### config.mk
export PLATFORM = sky130hd
export DESIGN_NAME = hawk_att_lkup_rd
export DESIGN_NICKNAME = d
export VERILOG_FILES = /design/src/rtl/hacd_pkg.sv /design/src/rtl/hawk_rd_pkg.sv /design/src/rtl/hawk_att_line_cache.sv /design/src/rtl/hawk_att_lkup_rd.sv
export SDC_FILE = /design/constraint.sdc
export NUM_CORES = 1
export LEC_CHECK = 0
export ABC_AREA = 1
export CORE_AREA = 8 8 280 282
export DETAILED_ROUTE_END_ITERATION = 8
export DIE_AREA = 0 0 288 290
export PLACE_DENSITY = 0.34
export REMOVE_ABC_BUFFERS = 1
export SETUP_SLACK_MARGIN = 0.15
export SLEW_MARGIN = 0
export SYNTH_ARGS = -nofsm -noshare
export SYNTH_HDL_FRONTEND = slang
export SYNTH_HIERARCHICAL = 1
export SYNTH_SLANG_ARGS = --single-unit
export TNS_END_PERCENT = 100
### constraint.sdc
create_clock -name clk_i -period 2.3 [get_ports clk_i]
set_input_delay 0.345 -clock clk_i [delete_from_list [all_inputs] [get_ports clk_i]]
set_output_delay 0.345 -clock clk_i [all_outputs]
set_load 0.02 [all_outputs]
### src/rtl/hacd_pkg.sv
// HACD shared types and constants used by the Hawk read path: AXI4 widths,
// host page range, ATT entry layout and request/translation packets.
package hacd_pkg;

   localparam int unsigned HACD_AXI4_ADDR_WIDTH = 64;
   localparam int unsigned HACD_AXI4_DATA_WIDTH = 512;
   localparam int unsigned HACD_AXI4_ID_WIDTH   = 4;

   localparam logic [HACD_AXI4_ADDR_WIDTH-1:0] HPPA_BASE_ADDR = 64'h0000_0001_0000_0000;
   localparam logic [HACD_AXI4_ADDR_WIDTH-1:0] HAWK_ATT_START = 64'h0000_0000_8000_0000;
   localparam int unsigned ATT_ENTRY_MAX = 1024;

   // Bits needed to hold 'value' itself (1-based ids reach ATT_ENTRY_MAX).
   function automatic int unsigned clogb2(input int unsigned value);
      int unsigned v;
      int unsigned n;
      v = value;
      n = 0;
      while (v > 0) begin
         n++;
         v = v >> 1;
      end
      return n;
   endfunction

   typedef enum logic [1:0] {
      AXI_OKAY   = 2'b00,
      AXI_EXOKAY = 2'b01,
      AXI_SLVERR = 2'b10,
      AXI_DECERR = 2'b11
   } axi_resp_t;

   typedef enum logic [3:0] {
      STS_DEALLOC = 4'd0,
      INCOMP      = 4'd1,
      COMPRESSED  = 4'd2,
      PENDING     = 4'd3
   } att_sts_t;

   typedef struct packed {
      logic [7:0]  zpd_cnt;
      att_sts_t    sts;
      logic [51:0] way;
   } AttEntry;

   typedef struct packed {
      logic [HACD_AXI4_ADDR_WIDTH-1:0] hppa;
      logic                            zeroBlkWr;
   } att_lkup_reqpkt_t;

   typedef struct packed {
      logic [7:0]                      zpd_cnt;
      logic                            zpd_update;
      logic [HACD_AXI4_ADDR_WIDTH-1:0] ppa;
      att_sts_t                        sts;
      logic                            allow_access;
   } trnsl_reqpkt_t;

endpackage

### src/rtl/hawk_rd_pkg.sv
// Hawk read-path helpers: ATT lookup FSM states, ATT line addressing and
// ATT entry decode with zero-page-detect count update.
package hawk_rd_pkg;
   import hacd_pkg::*;

   localparam int unsigned ATT_ID_W = clogb2(ATT_ENTRY_MAX);

   typedef enum logic [1:0] {
      IDLE,
      ISSUE_AR,
      WAIT_R,
      RESP
   } att_lkup_state_t;

   // Eight 64-bit entries per 64B line; ids are 1-based.
   function automatic logic [HACD_AXI4_ADDR_WIDTH-1:0] get_att_line_addr(
      input logic [ATT_ID_W-1:0] att_entry_id
   );
      logic [HACD_AXI4_ADDR_WIDTH-1:0] idx;
      idx = HACD_AXI4_ADDR_WIDTH'(att_entry_id) - HACD_AXI4_ADDR_WIDTH'(1);
      return HAWK_ATT_START + ((idx >> 3) << 6);
   endfunction

   function automatic trnsl_reqpkt_t decode_att_entry(
      input att_lkup_reqpkt_t                reqpkt,
      input logic [HACD_AXI4_DATA_WIDTH-1:0] rdata
   );
      AttEntry       entry;
      trnsl_reqpkt_t pkt;
      entry = AttEntry'(rdata[{reqpkt.hppa[14:12], 6'b000} +: 64]);
      pkt   = '0;
      // Count wraps at 255; compression is triggered well before that.
      if (reqpkt.zeroBlkWr) begin
         pkt.zpd_cnt    = entry.zpd_cnt + 8'd1;
         pkt.zpd_update = 1'b1;
      end else if (entry.zpd_cnt != '0) begin
         pkt.zpd_cnt    = '0;
         pkt.zpd_update = 1'b1;
      end else begin
         pkt.zpd_cnt    = entry.zpd_cnt;
         pkt.zpd_update = 1'b0;
      end
      pkt.ppa          = {entry.way, 12'h000};
      pkt.sts          = entry.sts;
      pkt.allow_access = (entry.sts == INCOMP);
      return pkt;
   endfunction

endpackage

### src/rtl/hawk_att_line_cache.sv
// Single-line ATT cache (tag, 512-bit line, valid); only built when
// HAWK_ATT_LINE_CACHE_EN is defined. Invalidate beats a coincident refill.
`ifdef HAWK_ATT_LINE_CACHE_EN
module hawk_att_line_cache
   import hacd_pkg::*;
(
   input  logic                            clk_i,
   input  logic                            rst_i,
   input  logic [HACD_AXI4_ADDR_WIDTH-1:0] lookup_addr,
   output logic                            hit,
   output logic [HACD_AXI4_DATA_WIDTH-1:0] line_data,
   input  logic                            refill_en,
   input  logic [HACD_AXI4_ADDR_WIDTH-1:0] refill_addr,
   input  logic [HACD_AXI4_DATA_WIDTH-1:0] refill_data,
   input  logic                            inv
);

   logic                            valid_q;
   logic [HACD_AXI4_ADDR_WIDTH-1:0] tag_q;
   logic [HACD_AXI4_DATA_WIDTH-1:0] data_q;

   always_ff @(posedge clk_i) begin
      if (rst_i) begin
         valid_q <= 1'b0;
         tag_q   <= '0;
         data_q  <= '0;
      end else begin
         if (inv) begin
            valid_q <= 1'b0;
         end else if (refill_en) begin
            valid_q <= 1'b1;
         end
         if (refill_en) begin
            tag_q  <= refill_addr;
            data_q <= refill_data;
         end
      end
   end

   assign hit       = valid_q && !inv && (tag_q == lookup_addr);
   assign line_data = data_q;

endmodule
`endif

### src/rtl/hawk_att_lkup_rd.sv
// ATT lookup stage: one request -> single-beat AXI4 read of the ATT line ->
// decoded translation packet. Optional line cache: HAWK_ATT_LINE_CACHE_EN.
module hawk_att_lkup_rd
   import hacd_pkg::*;
   import hawk_rd_pkg::*;
#(
   parameter logic [HACD_AXI4_ID_WIDTH-1:0]   AXI_ID    = '0,
   parameter logic [HACD_AXI4_ADDR_WIDTH-1:0] HPPA_BASE = HPPA_BASE_ADDR
) (
   input  logic                            clk_i,
   input  logic                            rst_i,
   input  logic                            lkup_req_vld,
   input  att_lkup_reqpkt_t                lkup_reqpkt,
   output logic                            lkup_req_rdy,
   output logic                            m_arvalid,
   input  logic                            m_arready,
   output logic [HACD_AXI4_ADDR_WIDTH-1:0] m_araddr,
   output logic [7:0]                      m_arlen,
   output logic [HACD_AXI4_ID_WIDTH-1:0]   m_arid,
   input  logic                            m_rvalid,
   output logic                            m_rready,
   input  logic [HACD_AXI4_DATA_WIDTH-1:0] m_rdata,
   input  logic [1:0]                      m_rresp,
   input  logic                            m_rlast,
`ifdef HAWK_ATT_LINE_CACHE_EN
   input  logic                            att_line_inv,
`endif
   output logic                            trnsl_vld,
   output trnsl_reqpkt_t                   trnsl_pkt,
   input  logic                            trnsl_rdy,
   output logic                            lkup_err
);

   localparam int unsigned PAGE_W = HACD_AXI4_ADDR_WIDTH - 12;

   att_lkup_state_t                 state_q, state_d;
   att_lkup_reqpkt_t                req_q, req_d;
   logic [HACD_AXI4_ADDR_WIDTH-1:0] araddr_q, araddr_d;
   trnsl_reqpkt_t                   pkt_q, pkt_d;
   logic                            err_q, err_d;
   logic                            beat_seen_q, beat_seen_d;
   logic                            first_ok_q, first_ok_d;

   logic [PAGE_W-1:0]               page_off;
   logic                            in_range;
   logic [ATT_ID_W-1:0]             entry_id;
   logic [HACD_AXI4_ADDR_WIDTH-1:0] req_line_addr;
   logic                            beat_ok;
   logic                            refill_en;
   logic                            cache_hit;
   logic [HACD_AXI4_DATA_WIDTH-1:0] cache_line;

   // HPPA_BASE is 32KB aligned, so the page offset is exact on hppa[63:12].
   assign page_off      = lkup_reqpkt.hppa[HACD_AXI4_ADDR_WIDTH-1:12] - HPPA_BASE[HACD_AXI4_ADDR_WIDTH-1:12];
   assign in_range      = (lkup_reqpkt.hppa >= HPPA_BASE) && (page_off < PAGE_W'(ATT_ENTRY_MAX));
   assign entry_id      = page_off[ATT_ID_W-1:0] + ATT_ID_W'(1);
   assign req_line_addr = get_att_line_addr(entry_id);

   // Only the first R beat counts; trailing beats of a burst are drained.
   assign beat_ok   = beat_seen_q ? first_ok_q : (m_rresp == AXI_OKAY);
   assign refill_en = (state_q == WAIT_R) && m_rvalid && !beat_seen_q && (m_rresp == AXI_OKAY);

`ifdef HAWK_ATT_LINE_CACHE_EN
   hawk_att_line_cache u_line_cache (
      .clk_i       (clk_i),
      .rst_i       (rst_i),
      .lookup_addr (req_line_addr),
      .hit         (cache_hit),
      .line_data   (cache_line),
      .refill_en   (refill_en),
      .refill_addr (araddr_q),
      .refill_data (m_rdata),
      .inv         (att_line_inv)
   );
`else
   assign cache_hit  = 1'b0;
   assign cache_line = '0;
`endif

   always_ff @(posedge clk_i) begin
      if (rst_i) begin
         state_q     <= IDLE;
         req_q       <= '0;
         araddr_q    <= '0;
         pkt_q       <= '0;
         err_q       <= 1'b0;
         beat_seen_q <= 1'b0;
         first_ok_q  <= 1'b0;
      end else begin
         state_q     <= state_d;
         req_q       <= req_d;
         araddr_q    <= araddr_d;
         pkt_q       <= pkt_d;
         err_q       <= err_d;
         beat_seen_q <= beat_seen_d;
         first_ok_q  <= first_ok_d;
      end
   end

   always_comb begin
      state_d      = state_q;
      req_d        = req_q;
      araddr_d     = araddr_q;
      pkt_d        = pkt_q;
      err_d        = 1'b0;
      beat_seen_d  = beat_seen_q;
      first_ok_d   = first_ok_q;
      lkup_req_rdy = 1'b0;
      m_arvalid    = 1'b0;
      m_rready     = 1'b0;
      trnsl_vld    = 1'b0;
      unique case (state_q)
         IDLE: begin
            lkup_req_rdy = !rst_i;
            if (lkup_req_vld && !rst_i) begin
               req_d = lkup_reqpkt;
               if (!in_range) begin
                  err_d = 1'b1;
               end else begin
                  araddr_d = req_line_addr;
                  if (cache_hit) begin
                     pkt_d   = decode_att_entry(lkup_reqpkt, cache_line);
                     state_d = RESP;
                  end else begin
                     state_d = ISSUE_AR;
                  end
               end
            end
         end
         ISSUE_AR: begin
            m_arvalid = !rst_i;
            if (m_arready) state_d = WAIT_R;
         end
         WAIT_R: begin
            m_rready = !rst_i;
            if (m_rvalid) begin
               if (!beat_seen_q) begin
                  pkt_d      = decode_att_entry(req_q, m_rdata);
                  first_ok_d = (m_rresp == AXI_OKAY);
               end
               if (m_rlast) begin
                  beat_seen_d = 1'b0;
                  if (beat_ok) begin
                     state_d = RESP;
                  end else begin
                     err_d   = 1'b1;
                     state_d = IDLE;
                  end
               end else begin
                  beat_seen_d = 1'b1;
               end
            end
         end
         RESP: begin
            trnsl_vld = !rst_i;
            if (trnsl_rdy) state_d = IDLE;
         end
         default: state_d = IDLE;
      endcase
   end

   assign m_araddr  = araddr_q;
   assign m_arlen   = '0;
   assign m_arid    = AXI_ID;
   assign trnsl_pkt = pkt_q;
   assign lkup_err  = err_q;

endmodule

### After elaboration in Yosys (flattened, before gate mapping)

Index checks and enable logic that the tools add are counted.

* shift-type cells: 1
* bitwise logic cells: 1
* reduce and logical (&&, ||, !) cells: 11
* magnitude comparators: 2
* $add $sub $neg: 5
* equality and inequality tests: 10
* multiplexer cells: 22

Operator list (count)
* indexed part select 512 x 10 -> 64 bit: 1
* >= comparator 64 x 33 -> 1 bit (second input constant): 1
* less-than comparator 52 x 11 -> 1 bit (second input constant): 1
* subtractor 52 x 21 -> 52 bit (second input constant): 1
* adder 33 x 15 -> 34 bit (first input constant): 1
* 2-to-1 mux 9 bit: 2
* 2-to-1 mux 2 bit: 7
* != test 2 bit (second input constant): 6
* subtractor 11 x 1 -> 12 bit (second input constant): 1
* adder 11 x 1 -> 11 bit (second input constant): 1
* 2-to-1 mux 1 bit: 11
* adder 8 x 1 -> 8 bit (second input constant): 1
* case mux 2 bit (4 select lines): 1
* nonzero test 8 bit: 1
* AND reduction 3 bit: 2
* AND reduction 6 bit: 1
* == test 2 bit (second input constant): 2
* == test 4 x 1 -> 1 bit (second input constant): 1
* logical NOT 2 bit: 2
* AND reduction 2 bit: 2
* == test 2 x 1 -> 1 bit (second input constant): 1
* logical AND 1 bit: 2
* case mux 1 bit (2 select lines): 1
* logical NOT 1 bit: 1
* inverter 1 bit: 1

* bits in registers: 151
* output and inout bits: 159
* logic and storage cells: 64
* bits of input ports: 586

### Longest topological paths before layout

* word-level depth: 6
* mapped depth: 16

### Worst setup path after synthesis

OpenSTA, ideal clock, no wires.

* kind: input-to-reg
* start: input lkup_reqpkt[35] (netlist bit)
* end: register araddr_q[13] (netlist: m_araddr[13])
* required time: 2.187 ns
* stages on the path: 15
* arrival: 1.838 ns
* setup slack: 0.349 ns
* path through: nor2_2 nand2_4 nor2_8 nand2_4 nor2_4 nand2_1 nand2_1 nand2_1 nor2_1 nand3_1 nor2_2 nand3_4 buf_6 nor2_1 nor2_1

* word-level cells in the longest chain between the ends: 4
* elaborated cells on any way between the ends: 5
* those cells by class: 1 x add/sub; 2 x order compare; 2 x reduce/logical

Ends and longest elaborated chain
* start: declaration: line hawk_att_lkup_rd.sv:13 `input att_lkup_reqpkt_t lkup_reqpkt,`
* subtractor 52 x 21 -> 52 bit: line hawk_att_lkup_rd.sv:54 `assign page_off = lkup_reqpkt.hppa[HACD_AXI4_ADDR_WIDTH-1:12] - HPPA_BASE[HACD_AXI4_ADDR_WIDTH-1:12];`
* less-than comparator 52 x 11 -> 1 bit: line hawk_att_lkup_rd.sv:55 `assign in_range = (lkup_reqpkt.hppa >= HPPA_BASE) && (page_off < PAGE_W'(ATT_ENTRY_MAX));`
* logical AND 1 bit (*): line hawk_att_lkup_rd.sv:55
* AND reduction 3 bit (no line) (*)
* end signal: assignment: line hawk_att_lkup_rd.sv:92 `araddr_q <= araddr_d;`
* end: declaration: line hawk_att_lkup_rd.sv:38 `logic [HACD_AXI4_ADDR_WIDTH-1:0] araddr_q, araddr_d;`

Mark *: on every way between the ends. The rest lies on a longest branch, timed or not.
A chain may end at the register's enable or synchronous reset.

### Worst setup path after layout

* start: register req_q[13] (netlist bit)
* end: register pkt_q, in the netlist trnsl_pkt[69]

* word-level cells in the longest chain between the ends: 4

Ends and longest elaborated chain
* start: declaration: line hawk_att_lkup_rd.sv:37 `att_lkup_reqpkt_t req_q, req_d;`
* start signal: assignment: line hawk_att_lkup_rd.sv:91 `req_q <= req_d;`
* indexed part select 512 x 10 -> 64 bit: line hawk_rd_pkg.sv:30 `entry = AttEntry'(rdata[{reqpkt.hppa[14:12], 6'b000} +: 64]);`
* nonzero test 8 bit: line hawk_rd_pkg.sv:36 `end else if (entry.zpd_cnt != '0) begin`
* 2-to-1 mux 9 bit: line hawk_rd_pkg.sv:36
* 2-to-1 mux 9 bit: line hawk_rd_pkg.sv:33 `if (reqpkt.zeroBlkWr) begin`
* end signal: assignment: line hawk_att_lkup_rd.sv:93 `pkt_q <= pkt_d;`
* end: declaration: line hawk_att_lkup_rd.sv:39 `trnsl_reqpkt_t pkt_q, pkt_d;`

Every way passes these cells.

==> results.md <==
- Vias in the first global route: 14.5k
- Slew Limit Headroom: 0.570
- Hold Slack: 0.357 ns
- Part of the total power dissipated in the clock network: 0.178
- Switching power summed over all nets: 0.00427 W
- Fraction of power consumed by sequential logic: 0.189
- DRC violation total after the first TritonRoute iteration: 644
- Nets: 2921
- Routability congestion estimate: 0.854
- Clock tree buffer depth: 2
- Worst setup slack after placement: -0.694 ns
- DRC violation count after routing: 0
- Global-route layer with the greatest usage: met2
- Core Footprint: 0.0738 mm^2
- Post-detailed-routing wire length: 74.0 mm
- Post-route setup TNS: 0 ns
- IO Pins: 745
- Most frequent cells in the layout: 636 x sky130_fd_sc_hd__clkdlybuf4s50_1, 347 x sky130_fd_sc_hd__o21ai_0, 332 x sky130_fd_sc_hd__nor2_1
- Ratio of final minimum period to clock period: 0.960
- Min-Delay Path Class: in -> reg
- Cell Rows: 100
- Cell total after placement: 3245
- Crit Path Max Fanout: 8
- Setup repair after global routing missed its margin: yes
- Classification of the worst setup path: reg -> reg
- Post-layout minimum cycle time: 2.21 ns
- Worst-Skew Late Latency: 0.38 ns
- Number of clock sinks: 85
- Overall fraction of global-route tracks in use: 0.164
- Number of distinct library cells after synthesis: 40
- Status: finished clean
- Main flop type after synthesis: sky130_fd_sc_hd__dfxtp_1
- Top achievable clock speed: 0.453 GHz
- Crit path arrival time: 2.48 ns
- Post-synth top area cell: sky130_fd_sc_hd__o21ai_0
- Pin count of the biggest net entering global routing: 78
- Total power density per cell area: 507 mW/mm^2
- Share of power burned in combinational logic: 0.633
- Estimated wirelength of the detail-placed design: 57.7 mm
- Leak pwr: 7.37 nW
- Level count of the clock H-tree: 3
- CTS Root Cell: sky130_fd_sc_hd__clkbuf_16
- Cell-internal power: 0.00543 W
- TritonCTS clock tree: built
- Worst Tran Pin Value: 0.643 ns
- Non-filler cells, final: 3312
- Die area: 0.0835 mm^2
- Number of pins with negative max-slew slack in the final report: 0
- Met2 usage in global routing: 0.303
- Die outline height: 290 um
- Clock Skews: 0.00680 ns
- Per-instance average area after synthesis: 5.71 um^2
- X dimension of the die: 288 um
- Initial standard-cell utilization of the core: 0.124
- Yosys top cell area share: 0.209
- Net switching fraction of the power: 0.440
- Fin. Hold Viols: 0
- Number of synthesized register bits: 85
- Clock buffer count from CTS: 9
- Clock transition at the register clock pins on the worst setup and hold paths after CTS: 0.07 ns
- Met3 GRT Util: 0.0401
- EDFF count, synth: 0
- Number of antenna violations at the first check in global routing: 15
- Max-cap violations: 0
- Layout cell share with drive strength beyond 1: 0.158
- Vias per Instance: 4.19
- Ranking of synthesized cells by area: sky130_fd_sc_hd__o21ai_0 21%, sky130_fd_sc_hd__dfxtp_1 19%, sky130_fd_sc_hd__nor2_1 15%
- Area delta synth->final: 109%
- Post-detailed-route count of antenna-violating nets: 0
- Final setup violation count: 0
- Routing usage on met1: 0.184
- Share of synthesized flip-flops with an asynchronous set or reset: 0
- Minimum setup slack in the final design: 0.0925 ns
- Design Area, Final: 0.0191 mm^2
- CP Data Required Time: 2.57 ns
- Congestion Overflow GR: 0
- Syn Std Cell Area: 0.00914 mm^2
- Maximum vdd ir drop: 353 uV
- DR vias: 13.9k
- Wire length per cell: 22.3 um
- Number of warnings reported in the yosys synthesis log: 6
- DR pass1 iterations: 5
- Critical path endpoint category: register
- Most common cell after layout, fill and taps aside: sky130_fd_sc_hd__clkdlybuf4s50_1
- Cell count after synthesis: 1600
- Number of port buffers: 670
- Wire length of the first global-routing pass: 102 mm
- Proportion of synthesized chip area in sequential cells: 0.186
- Placed cell area: 0.0175 mm^2
- Worst Setup Start Kind: register
-- logic make-up after synthesis --
family / synth area share
other: 0.000410
AOI/OAI and AO/OA: 0.359
and+or+nand+nor: 0.284
buffers and inverters: 0.147
DFF: 0.186
xor gates and xnor gates: 0.0182
adders and majority gates: 0.00548
-- power by group through the flow --
stage / logic [W] / registers [W] / clock network [W]
global route: 0.00673 / 0.00187 / 0.00188
global placement: 0.00551 / 0.00185 / 0
CTS: 0.00574 / 0.00183 / 0.00186
detailed placement: 0.00551 / 0.00185 / 0
floorplan: 0.00192 / 0.00223 / 0
finish: 0.00614 / 0.00184 / 0.00172
-- metal layers --
layer,up-vias,part of all wire
met1,6523,0.39
met5,-,0.00085
met4,10,0.024
met3,67,0.070
met2,457,0.51
li1,6834,-
-- Yosys cell counts (7+ instances only) --
master                     instances
sky130_fd_sc_hd__nand3_1          27
sky130_fd_sc_hd__nand4_1          12
sky130_fd_sc_hd__xor2_1           15
sky130_fd_sc_hd__o22ai_1          65
sky130_fd_sc_hd__nor2_2           11
sky130_fd_sc_hd__inv_1            63
sky130_fd_sc_hd__buf_1             7
sky130_fd_sc_hd__nor3_1           10
sky130_fd_sc_hd__clkbuf_1         88
sky130_fd_sc_hd__buf_4            79
sky130_fd_sc_hd__o221ai_1         56
sky130_fd_sc_hd__dfxtp_1          85
sky130_fd_sc_hd__nand2_1         179
sky130_fd_sc_hd__a21oi_1          71
sky130_fd_sc_hd__o21ai_0         382
sky130_fd_sc_hd__buf_2            25
sky130_fd_sc_hd__nor2_1          376
-- registers in the layout, indices dropped and copies added, names as in the netlist --
| signal | cells |
|---|---|
| first_ok_q | 1 |
| trnsl_pkt | 66 |
| m_araddr | 10 |
| req_q | 4 |
| beat_seen_q | 1 |
| lkup_err | 1 |
| state_q | 2 |
-- stage by stage --
step	util	power, W
finish	0.259	0.00970
global route	0.259	0.0105
CTS	0.247	0.00943
detailed placement	0.237	0.00736
global placement	0.237	0.00735
floorplan	-	0.00415
-- path summary, 6_finish.rpt --
path | from | to | slack [ns] | cells past startpoint
setup / recovery | req_q[13] | trnsl_pkt[69] | 0.09 | 11
hold / removal | lkup_reqpkt[13] | req_q[13] | 0.36 | 4
setup reg to reg | req_q[13] | trnsl_pkt[69] | 0.09 | 11
hold reg to reg | trnsl_pkt[76] | trnsl_pkt[76] | 0.47 | 2
-- critical path: stages (launching register included) --
cell and delay [ns]:
sky130_fd_sc_hd__dfxtp_4 0.50, sky130_fd_sc_hd__clkinv_16 0.14, sky130_fd_sc_hd__buf_16 0.18, sky130_fd_sc_hd__nor2_1 0.13, sky130_fd_sc_hd__o22ai_2 0.13, sky130_fd_sc_hd__o21ai_4 0.32
sky130_fd_sc_hd__buf_6 0.16, sky130_fd_sc_hd__nand3_2 0.09, sky130_fd_sc_hd__nor3_4 0.22, sky130_fd_sc_hd__nand2_1 0.07, sky130_fd_sc_hd__o211ai_1 0.08, sky130_fd_sc_hd__inv_1 0.05
-- cell type report --
type | instances | area, um^2
diodes | 7 | 17.5
clock buffers | 9 | 225
clock inverters | 7 | 96.3
fillers | 8250 | 54700
inverters | 68 | 299
multi-input cells | 1311 | 6930
flip-flops and latches | 85 | 1720
well taps | 969 | 1210
repair buffers | 855 | 8610
repair inverters | 1 | 11.3
-- timing repair --
action,CTS,global route
setup buffers,8,23
resized for setup,83,178
hold buffers,0,0
cloned,7,6
endpoints found under the setup margin,48,26
pin swaps,9,77
(Power assumes the default switching activity.)
